## src/rtl/dbus_if.sv

```systemverilog
// dbus_if: Avalon-MM data bus request/response bundle shared by the LSU, the decoder and its slaves
interface dbus_if;
    logic        read;
    logic        write;
    logic [31:0] address;
    logic [31:0] writedata;
    logic [3:0]  byte_enable;
    logic [31:0] readdata;
    logic        readdatavalid;
    logic        waitrequest;
    modport master (output read, write, address, writedata, byte_enable,
                    input  readdata, readdatavalid, waitrequest);
    modport slave  (input  read, write, address, writedata, byte_enable,
                    output readdata, readdatavalid, waitrequest);
endinterface

```

## src/rtl/dbus_decoder.sv

```systemverilog
// dbus_decoder: routes LSU Avalon-MM requests to data RAM / MMIO and returns read responses in order
module dbus_decoder #(
    parameter logic [31:0] S0_BASE       = 32'h0000_0000,
    parameter logic [31:0] S0_MASK       = 32'hF000_0000,
    parameter logic [31:0] S1_BASE       = 32'h8000_0000,
    parameter logic [31:0] S1_MASK       = 32'hF000_0000,
    parameter int          MAX_OUTST     = 4,
    parameter logic [31:0] UNMAPPED_DATA = 32'h0000_0000
) (
    input  logic   clk,
    input  logic   rst,
    dbus_if.slave  m,
    dbus_if.master s0,
    dbus_if.master s1,
    output logic   bus_error_load,
    output logic   bus_error_store
);
    localparam int CW = $clog2(MAX_OUTST + 1);
    typedef enum logic [1:0] {SEL_NONE, SEL_S0, SEL_S1} sel_t;
    sel_t          sel, pend_sel;
    logic [CW-1:0] cnt;
    logic          un_valid, req, block, acc_rd, acc_wr, src_valid;
    logic [31:0]   src_data;
    // A request to a different target than the pending reads must wait so responses stay in order
    always_comb begin
        sel = ((m.address & S0_MASK) == S0_BASE) ? SEL_S0 :
              ((m.address & S1_MASK) == S1_BASE) ? SEL_S1 : SEL_NONE;
        req = m.read | m.write;
        block = (m.read && cnt == CW'(MAX_OUTST)) || (req && cnt != '0 && sel != pend_sel);
        m.waitrequest = block | (sel == SEL_S0 ? s0.waitrequest :
                                 sel == SEL_S1 ? s1.waitrequest : 1'b0);
        acc_rd = m.read & ~m.waitrequest;
        acc_wr = m.write & ~m.waitrequest;
        s0.address = m.address;
        s0.writedata = m.writedata;
        s0.byte_enable = m.byte_enable;
        s1.address = m.address;
        s1.writedata = m.writedata;
        s1.byte_enable = m.byte_enable;
        s0.read = m.read && sel == SEL_S0 && !block;
        s0.write = m.write && sel == SEL_S0 && !block;
        s1.read = m.read && sel == SEL_S1 && !block;
        s1.write = m.write && sel == SEL_S1 && !block;
        src_valid = pend_sel == SEL_S0 ? s0.readdatavalid :
                    pend_sel == SEL_S1 ? s1.readdatavalid : un_valid;
        src_data = pend_sel == SEL_S0 ? s0.readdata :
                   pend_sel == SEL_S1 ? s1.readdata : UNMAPPED_DATA;
        m.readdatavalid = src_valid && cnt != '0;
        m.readdata = src_data;
        bus_error_load = m.readdatavalid && pend_sel == SEL_NONE;
    end
    always_ff @(posedge clk) begin
        if (rst) begin
            cnt <= '0;
            pend_sel <= SEL_NONE;
            un_valid <= 1'b0;
            bus_error_store <= 1'b0;
        end else begin
            cnt <= cnt + CW'(acc_rd) - CW'(m.readdatavalid);
            pend_sel <= acc_rd ? sel : pend_sel;
            un_valid <= acc_rd && sel == SEL_NONE;
            bus_error_store <= acc_wr && sel == SEL_NONE;
        end
    end
endmodule

```

## src/flat_wrapper.sv

```systemverilog
// flat-port wrapper written by rule: the top's interface ports become plain ports
module dbus_decoder_flat 
#(
    parameter logic [31:0] S0_BASE       = 32'h0000_0000,
    parameter logic [31:0] S0_MASK       = 32'hF000_0000,
    parameter logic [31:0] S1_BASE       = 32'h8000_0000,
    parameter logic [31:0] S1_MASK       = 32'hF000_0000,
    parameter int          MAX_OUTST     = 4,
    parameter logic [31:0] UNMAPPED_DATA = 32'h0000_0000
)
  (clk, rst, bus_error_load, bus_error_store, m_read, m_write, m_address, m_writedata, m_byte_enable, m_readdata, m_readdatavalid, m_waitrequest, s0_read, s0_write, s0_address, s0_writedata, s0_byte_enable, s0_readdata, s0_readdatavalid, s0_waitrequest, s1_read, s1_write, s1_address, s1_writedata, s1_byte_enable, s1_readdata, s1_readdatavalid, s1_waitrequest);
  dbus_if m_i ();
  dbus_if s0_i ();
  dbus_if s1_i ();
  input  logic clk;
  input  logic rst;
  output logic bus_error_load;
  output logic bus_error_store;
  input wire logic [$bits(m_i.read)-1:0] m_read;
  input wire logic [$bits(m_i.write)-1:0] m_write;
  input wire logic [$bits(m_i.address)-1:0] m_address;
  input wire logic [$bits(m_i.writedata)-1:0] m_writedata;
  input wire logic [$bits(m_i.byte_enable)-1:0] m_byte_enable;
  output wire logic [$bits(m_i.readdata)-1:0] m_readdata;
  output wire logic [$bits(m_i.readdatavalid)-1:0] m_readdatavalid;
  output wire logic [$bits(m_i.waitrequest)-1:0] m_waitrequest;
  output wire logic [$bits(s0_i.read)-1:0] s0_read;
  output wire logic [$bits(s0_i.write)-1:0] s0_write;
  output wire logic [$bits(s0_i.address)-1:0] s0_address;
  output wire logic [$bits(s0_i.writedata)-1:0] s0_writedata;
  output wire logic [$bits(s0_i.byte_enable)-1:0] s0_byte_enable;
  input wire logic [$bits(s0_i.readdata)-1:0] s0_readdata;
  input wire logic [$bits(s0_i.readdatavalid)-1:0] s0_readdatavalid;
  input wire logic [$bits(s0_i.waitrequest)-1:0] s0_waitrequest;
  output wire logic [$bits(s1_i.read)-1:0] s1_read;
  output wire logic [$bits(s1_i.write)-1:0] s1_write;
  output wire logic [$bits(s1_i.address)-1:0] s1_address;
  output wire logic [$bits(s1_i.writedata)-1:0] s1_writedata;
  output wire logic [$bits(s1_i.byte_enable)-1:0] s1_byte_enable;
  input wire logic [$bits(s1_i.readdata)-1:0] s1_readdata;
  input wire logic [$bits(s1_i.readdatavalid)-1:0] s1_readdatavalid;
  input wire logic [$bits(s1_i.waitrequest)-1:0] s1_waitrequest;
  assign m_i.read = m_read;
  assign m_i.write = m_write;
  assign m_i.address = m_address;
  assign m_i.writedata = m_writedata;
  assign m_i.byte_enable = m_byte_enable;
  assign m_readdata = m_i.readdata;
  assign m_readdatavalid = m_i.readdatavalid;
  assign m_waitrequest = m_i.waitrequest;
  assign s0_read = s0_i.read;
  assign s0_write = s0_i.write;
  assign s0_address = s0_i.address;
  assign s0_writedata = s0_i.writedata;
  assign s0_byte_enable = s0_i.byte_enable;
  assign s0_i.readdata = s0_readdata;
  assign s0_i.readdatavalid = s0_readdatavalid;
  assign s0_i.waitrequest = s0_waitrequest;
  assign s1_read = s1_i.read;
  assign s1_write = s1_i.write;
  assign s1_address = s1_i.address;
  assign s1_writedata = s1_i.writedata;
  assign s1_byte_enable = s1_i.byte_enable;
  assign s1_i.readdata = s1_readdata;
  assign s1_i.readdatavalid = s1_readdatavalid;
  assign s1_i.waitrequest = s1_waitrequest;
  dbus_decoder #(.S0_BASE(S0_BASE), .S0_MASK(S0_MASK), .S1_BASE(S1_BASE), .S1_MASK(S1_MASK), .MAX_OUTST(MAX_OUTST), .UNMAPPED_DATA(UNMAPPED_DATA)) u_core (.clk(clk), .rst(rst), .m(m_i), .s0(s0_i), .s1(s1_i), .bus_error_load(bus_error_load), .bus_error_store(bus_error_store));
endmodule
```

## config.mk

```make
export PLATFORM = sky130hd
export DESIGN_NAME = dbus_decoder_flat
export DESIGN_NICKNAME = d
export VERILOG_FILES = /design/src/rtl/dbus_if.sv /design/src/rtl/dbus_decoder.sv /design/src/flat_wrapper.sv
export SDC_FILE = /design/constraint.sdc
export NUM_CORES = 1
export LEC_CHECK = 0
export CAP_MARGIN = 20
export CORE_AREA = 2 2 123 125
export DETAILED_ROUTE_END_ITERATION = 10
export DIE_AREA = 0 0 125 127
export GPL_TIMING_DRIVEN = 1
export HOLD_SLACK_MARGIN = 0.05
export SLEW_MARGIN = 20
export SYNTH_ARGS = -nofsm -noshare
export SYNTH_HDL_FRONTEND = slang
export SYNTH_SLANG_ARGS = --single-unit
```

## constraint.sdc

```tcl
create_clock -name clk -period 2.1 [get_ports clk]
set_input_delay 0.315 -clock clk [delete_from_list [all_inputs] [get_ports clk]]
set_output_delay 0.315 -clock clk [all_outputs]
set_load 0.02 [all_outputs]
```

---- After elaboration in Yosys (flattened, before gate mapping) ----
Index checks and enable logic that the tools add are counted.
storage, ports and cells
  register bits after elaboration ......... 7
  latch bits .............................. 0
  memory bits (writable) .................. 0
  memory bits (read-only) ................. 0
  output and inout bits ................... 176
  logic and storage cells ................. 47
  memories ................................ 0
operators by class
  add/sub/neg operators ................... 2
  multipliers ............................. 0
  divide/modulo/power cells ............... 0
  magnitude comparators ................... 0
  equal/unequal tests ..................... 7
  shifts and indexed selects .............. 0
  multiplexer cells ....................... 8
  bitwise operators ....................... 5
  reduce and logical (&&, ||, !) cells .... 21
operators with widths
  operator            count
  $mux 32             2
  $logic_not 32->1    1
  $logic_and 1x1->1   15
  $eq 2x1->1 const B  2
  $eq 2x2->1 const B  2
  $eq 4x4->1 const B  1
  $logic_not 2->1     2
  $mux 1              4
  $mux 2              2
  $add 3x1->3         1
  $eq 3x3->1 const B  1
  $reduce_bool 3->1   1
  $sub 3x1->3         1
  $and 1x1->1         2
  $ne 2x2->1          1
  $or 1x1->1          2
  $logic_not 1->1     1
  $logic_or 1x1->1    1
  $not 1->1           1

---- Depth between registers and ports, before layout ----
  depth after elaboration ................. 11
  mapped depth ............................ 11
  depth with buffers taken out ............ 10

---- Worst setup path after synthesis ----
OpenSTA, ideal clock, no wires.
  path type ............................... register to register
  start point ............................. reg u_core.pend_sel[0]
  end point ............................... reg u_core.cnt[2]
  library setup time ...................... 0.126 ns
  data arrival time ....................... 2.405 ns
  slack ................................... -0.431 ns
  stages on the path, launching flop included .. 12
  buffers on the path ..................... 1
  cells stage by stage .................... dfxtp_1 buf_2 nor2b_1 a211oi_1 a211oi_1 ha_1 inv_1 ha_1 fa_1 xnor2_1 xnor2_1 nor2_1
on the way
  elaborated cells between the ends (all ways) .. 13
  those cells by class .................... add/sub: 2; eq/ne: 3; mux: 2; bitwise: 3; reduce/logical: 3
RTL lines
  item                      RTL line            RTL
  start: declaration        dbus_decoder.sv:20  sel_t sel, pend_sel;
  start signal: assignment  dbus_decoder.sv:60  pend_sel <= acc_rd ? sel : pend_sel;
  $eq 2x2->1                dbus_decoder.sv:45  pend_sel == SEL_S1 ? s1.readdatavalid : un_valid;
  $mux 1                    dbus_decoder.sv:45
  $mux 1 *                  dbus_decoder.sv:44  src_valid = pend_sel == SEL_S0 ? s0.readdatavalid :
  $logic_and 1x1->1 *       dbus_decoder.sv:48  m.readdatavalid = src_valid && cnt != '0;
  net m_readdatavalid       flat_wrapper.sv:25  output wire logic [$bits(m_i.readdatavalid)-1:0] m_readdatavalid;
  $sub 3x1->3 *             dbus_decoder.sv:59  cnt <= cnt + CW'(acc_rd) - CW'(m.readdatavalid);
  end signal: assignment    dbus_decoder.sv:59
  end: declaration          dbus_decoder.sv:21  logic [CW-1:0] cnt;
The timed path passes the listed nets; every way through them passes the cells marked *.
A chain may end at the register's enable or synchronous reset.

---- Final worst setup path ----
  start point ............................. reg u_core.pend_sel[0]
  end point ............................... out m_waitrequest
on the way
  longest elaborated chain between the ends .. 4
RTL lines
  item               RTL line            RTL
  $ne 2x2->1         dbus_decoder.sv:29  block = (m.read && cnt == CW'(MAX_OUTST)) || (req && cnt != '0 && sel != pend_sel);
  $logic_and 1x1->1  dbus_decoder.sv:29
  $logic_or 1x1->1   dbus_decoder.sv:29
  $or 1x1->1         dbus_decoder.sv:30  m.waitrequest = block | (sel == SEL_S0 ? s0.waitrequest :
  end: declaration   flat_wrapper.sv:26  output wire logic [$bits(m_i.waitrequest)-1:0] m_waitrequest;
Every way passes these cells.

==> impl_metrics.csv <==
group,metric,value,unit
synth,avgSynthCellArea,7.76,um2
route,dr.first_iter.drc_count,27,
finish,finalNonFillerCells,437,
sta,fin_worst_hold_slack,630,ps
synth,synth_top_cell_area_share,54.1,%
die,die_area,0.0159,mm2
sta,fmax,454,MHz
outcome,outcome,"complete, but fails checks",
sta,tns,-307,ps
route,wl_per_cell,16.5,um
synth,ys.warnings.count,0,
sta,rsz0062_at_grt,"true",
route,ant_nets,0,
grt,grt_pass1_vias,1684,
synth,synth.distinct_cells,32,
setup_path,crit_type,"register to primary output",
grt,antenna_found_initial,0,
synth,yosysMostFrequentCell,"buf_4",
sta,hold_viol_final,0,
route,dr.pass1.iters,4,
sta,finalWorstSetupSlack,-101,ps
grt,track_usage,8.35,%
setup_path,rr_endpoint,"u_core.cnt[2]$_SDFF_PP0_",
synth,syn-instance-count,243,
clock_network,cts_sinks,7,
synth,netlist_top_cells_area,"buf_4 (54%), a22o_1 (15%), dfxtp_1 (7.4%)",
synth,async_reset_ff_share,0,%
clock_network,cts_tree,"yes",
clock_network,clk_pin_slew,30,ps
route,finalWirelength,7210,um
place,detailed_place_hpwl,6000,um
setup_path,worstRegToRegCells,11,
synth,syn_area,0.00189,mm2
die,fp-row-count,44,
setup_path,crit_path_end,"m_waitrequest",
synth,ys_ff_latch,7,
sta,final.setup_skew,0.589,ps
job,drv_cap,0,
route,vias,1571,
clock_network,htreeDepth,1,
min_path,hp-class,"input pin to primary output",
setup_path,cp.arrival,1890,ps
setup_path,crit_fanout,5,
setup_path,r2r_slack,-80,ps
pwr,seq_power_share,14.4,%
clock_network,cts_buffers,3,
synth,syn_nets,386,
die,die_w,125,um
clock_network,clkLatencyLatePin,230,ps
pwr,clkPwrFrac,24.3,%
route,drc,0,
synth,synth-seq-area-share,7.43,%
pwr,leakage,0.00115,uW
finish,antennaDiodeCount,0,
die,core,0.0144,mm2
die,initial_core_util,13.1,%
setup_path,r2r_start,"u_core.pend_sel[0]$_SDFFE_PP0P_",
pwr,p_sw_share,34.4,%
setup_path,start_kind,"register",
synth,yosys.area.top_type,"buf_4",
sta,period_minus_slack,2200,ps
pwr,p_switching,458,uW
sta,period_share,105,%
finish,layout-drive-gt1-share,28.5,%
route,vias_per_cell,3.59,
synth,synth.top_cells.by_count,"buf_4 (136), a22o_1 (32), clkbuf_1 (10)",
pwr,vdd_drop_max,0.235,mV
outcome,violations,"negative setup slack",
grt,grt_max_degree,12,
pwr,p_total,1330,uW
synth,synth_edf_count,0,
pwr,powerDensity,489,mW/mm2
setup_path,cp_data_required_time,1780,ps
sta,maxSlewViolCount,0,
place,port_buffers,123,
pwr,intPower,873,uW
finish,final_net_count,397,
place,placed_cells,424,
sta,max_slew_margin,72.9,%
finish,fill_cells,1623,
clock_network,cts-root-buf,"clkbuf_16",
sta,setup_viol,6,
pwr,power_frac_comb,61.2,%
sta,worst_slew_pin_slew,404,ps
die,die-height,127,um
clock_network,clk_path_buf_depth,2,
die,ios,316,
finish,syn_to_final_growth,44.5,%
grt,overflow,0,
synth,synth_ff_type,"dfxtp_1",
place,gp_congestion,0.874,
setup_path,end_kind,"primary output",
setup_path,cp-startpoint,"u_core.pend_sel[0]$_SDFFE_PP0P_",
grt,grt_first_pass_wirelength,10100,um
==> logic make-up after synthesis <==
kind of cell	count (synthesis)	synth area share, %
buffers and inverters	155	58.5
AOI/OAI and AO/OA	42	19.6
and+or+nand+nor	30	8.49
DFF	7	7.43
muxes	4	2.65
adders and majority gates	3	2.39
xor gates and xnor gates	2	0.929
==> flip-flops by register name (all words and copies together), names as in the netlist <==
name                    flops
u_core.bus_error_store      1
u_core.pend_sel             2
u_core.un_valid             1
u_core.cnt                  3
==> repair_timing <==
action | in CTS | in global routing
pin swaps | 10 | 7
endpoints found under the setup margin | 35 | 29
setup buffers | 5 | 2
hold buffers | 0 | 0
cloned | 2 | 0
resized for setup | 83 | 13
==> area by class of cell <==
type	instances	area (um2)	share of cell area (%)
Timing Repair Buffer	155	1470	54.1
Multi-Input combinational cell	81	778	28.6
Tap cell	184	230	8.45
Sequential cell	7	141	5.19
Clock buffer	4	78.8	2.89
Inverter	6	22.5	0.827
==> power groups by stage <==
stage               logic, uW  clock network (uW)  registers [uW]
CTS                       801                 331             192
global route              881                 338             195
detailed placement        780                   0             191
finish                    815                 324             192
floorplan                 749                   0             199
global placement          766                   0             191
==> metrics by stage <==
stage,setup slack [ps],instance area (um2),util [%]
6_report,-101,2720,18.9
5_1_grt,-178,2720,18.9
4_1_cts,-124,2670,18.5
3_5_place_dp,-683,2500,17.3
3_3_place_gp,-629,2500,17.3
2_1_floorplan,-82.1,1960,-
==> worst min-delay path by stage <==
stage | start | endpoint | slack (ps) | cells after the start
CTS | m_byte_enable[3] | s1_byte_enable[3] | 630 | 0
global placement | m_byte_enable[3] | s1_byte_enable[3] | 630 | 0
global route | m_writedata[31] | s0_writedata[31] | 630 | 0
detailed placement | m_byte_enable[3] | s1_byte_enable[3] | 630 | 0
finish | m_writedata[11] | s1_writedata[11] | 630 | 0
floorplan | m_write | u_core.bus_error_store$_SDFF_PP0_ | 500 | 2
==> per-layer routing <==
| metal | routed length (um) | part of all wire, % | vias to the layer above | GRT usage, % |
|---|---|---|---|---|
| met4 | 325 | 4.5 | 0 | 4.84 |
| met3 | 1000 | 14 | 51 | 3.85 |
| li1 | - | - | 699 | - |
| met5 | 0 | 0 | - | 0 |
| met1 | 2240 | 31 | 663 | 7.40 |
| met2 | 3640 | 51 | 158 | 15.6 |
==> cell usage in the layout, fill, tap and decap left out, drive strengths merged, types with 4 or more instances in the layout <==
cell type | netlist | final
buf | 138 | 43
inv | 6 | 6
dlygate4sd2 | 0 | 26
dfxtp | 7 | 7
a22o | 32 | 32
clkdlybuf4s15 | 0 | 7
nor2 | 7 | 7
nor2b | 7 | 7
clkbuf | 11 | 4
nor3 | 8 | 8
clkdlybuf4s50 | 0 | 79
==> critical path, stage by stage (launching register included) <==
cell and delay, ps:
dfxtp_2 340, buf_6 90, or3b_4 370, a21oi_4 220
o21ai_1 100, a221o_1 390, buf_6 140
No activity file was read; power rests on OpenSTA's default activity.
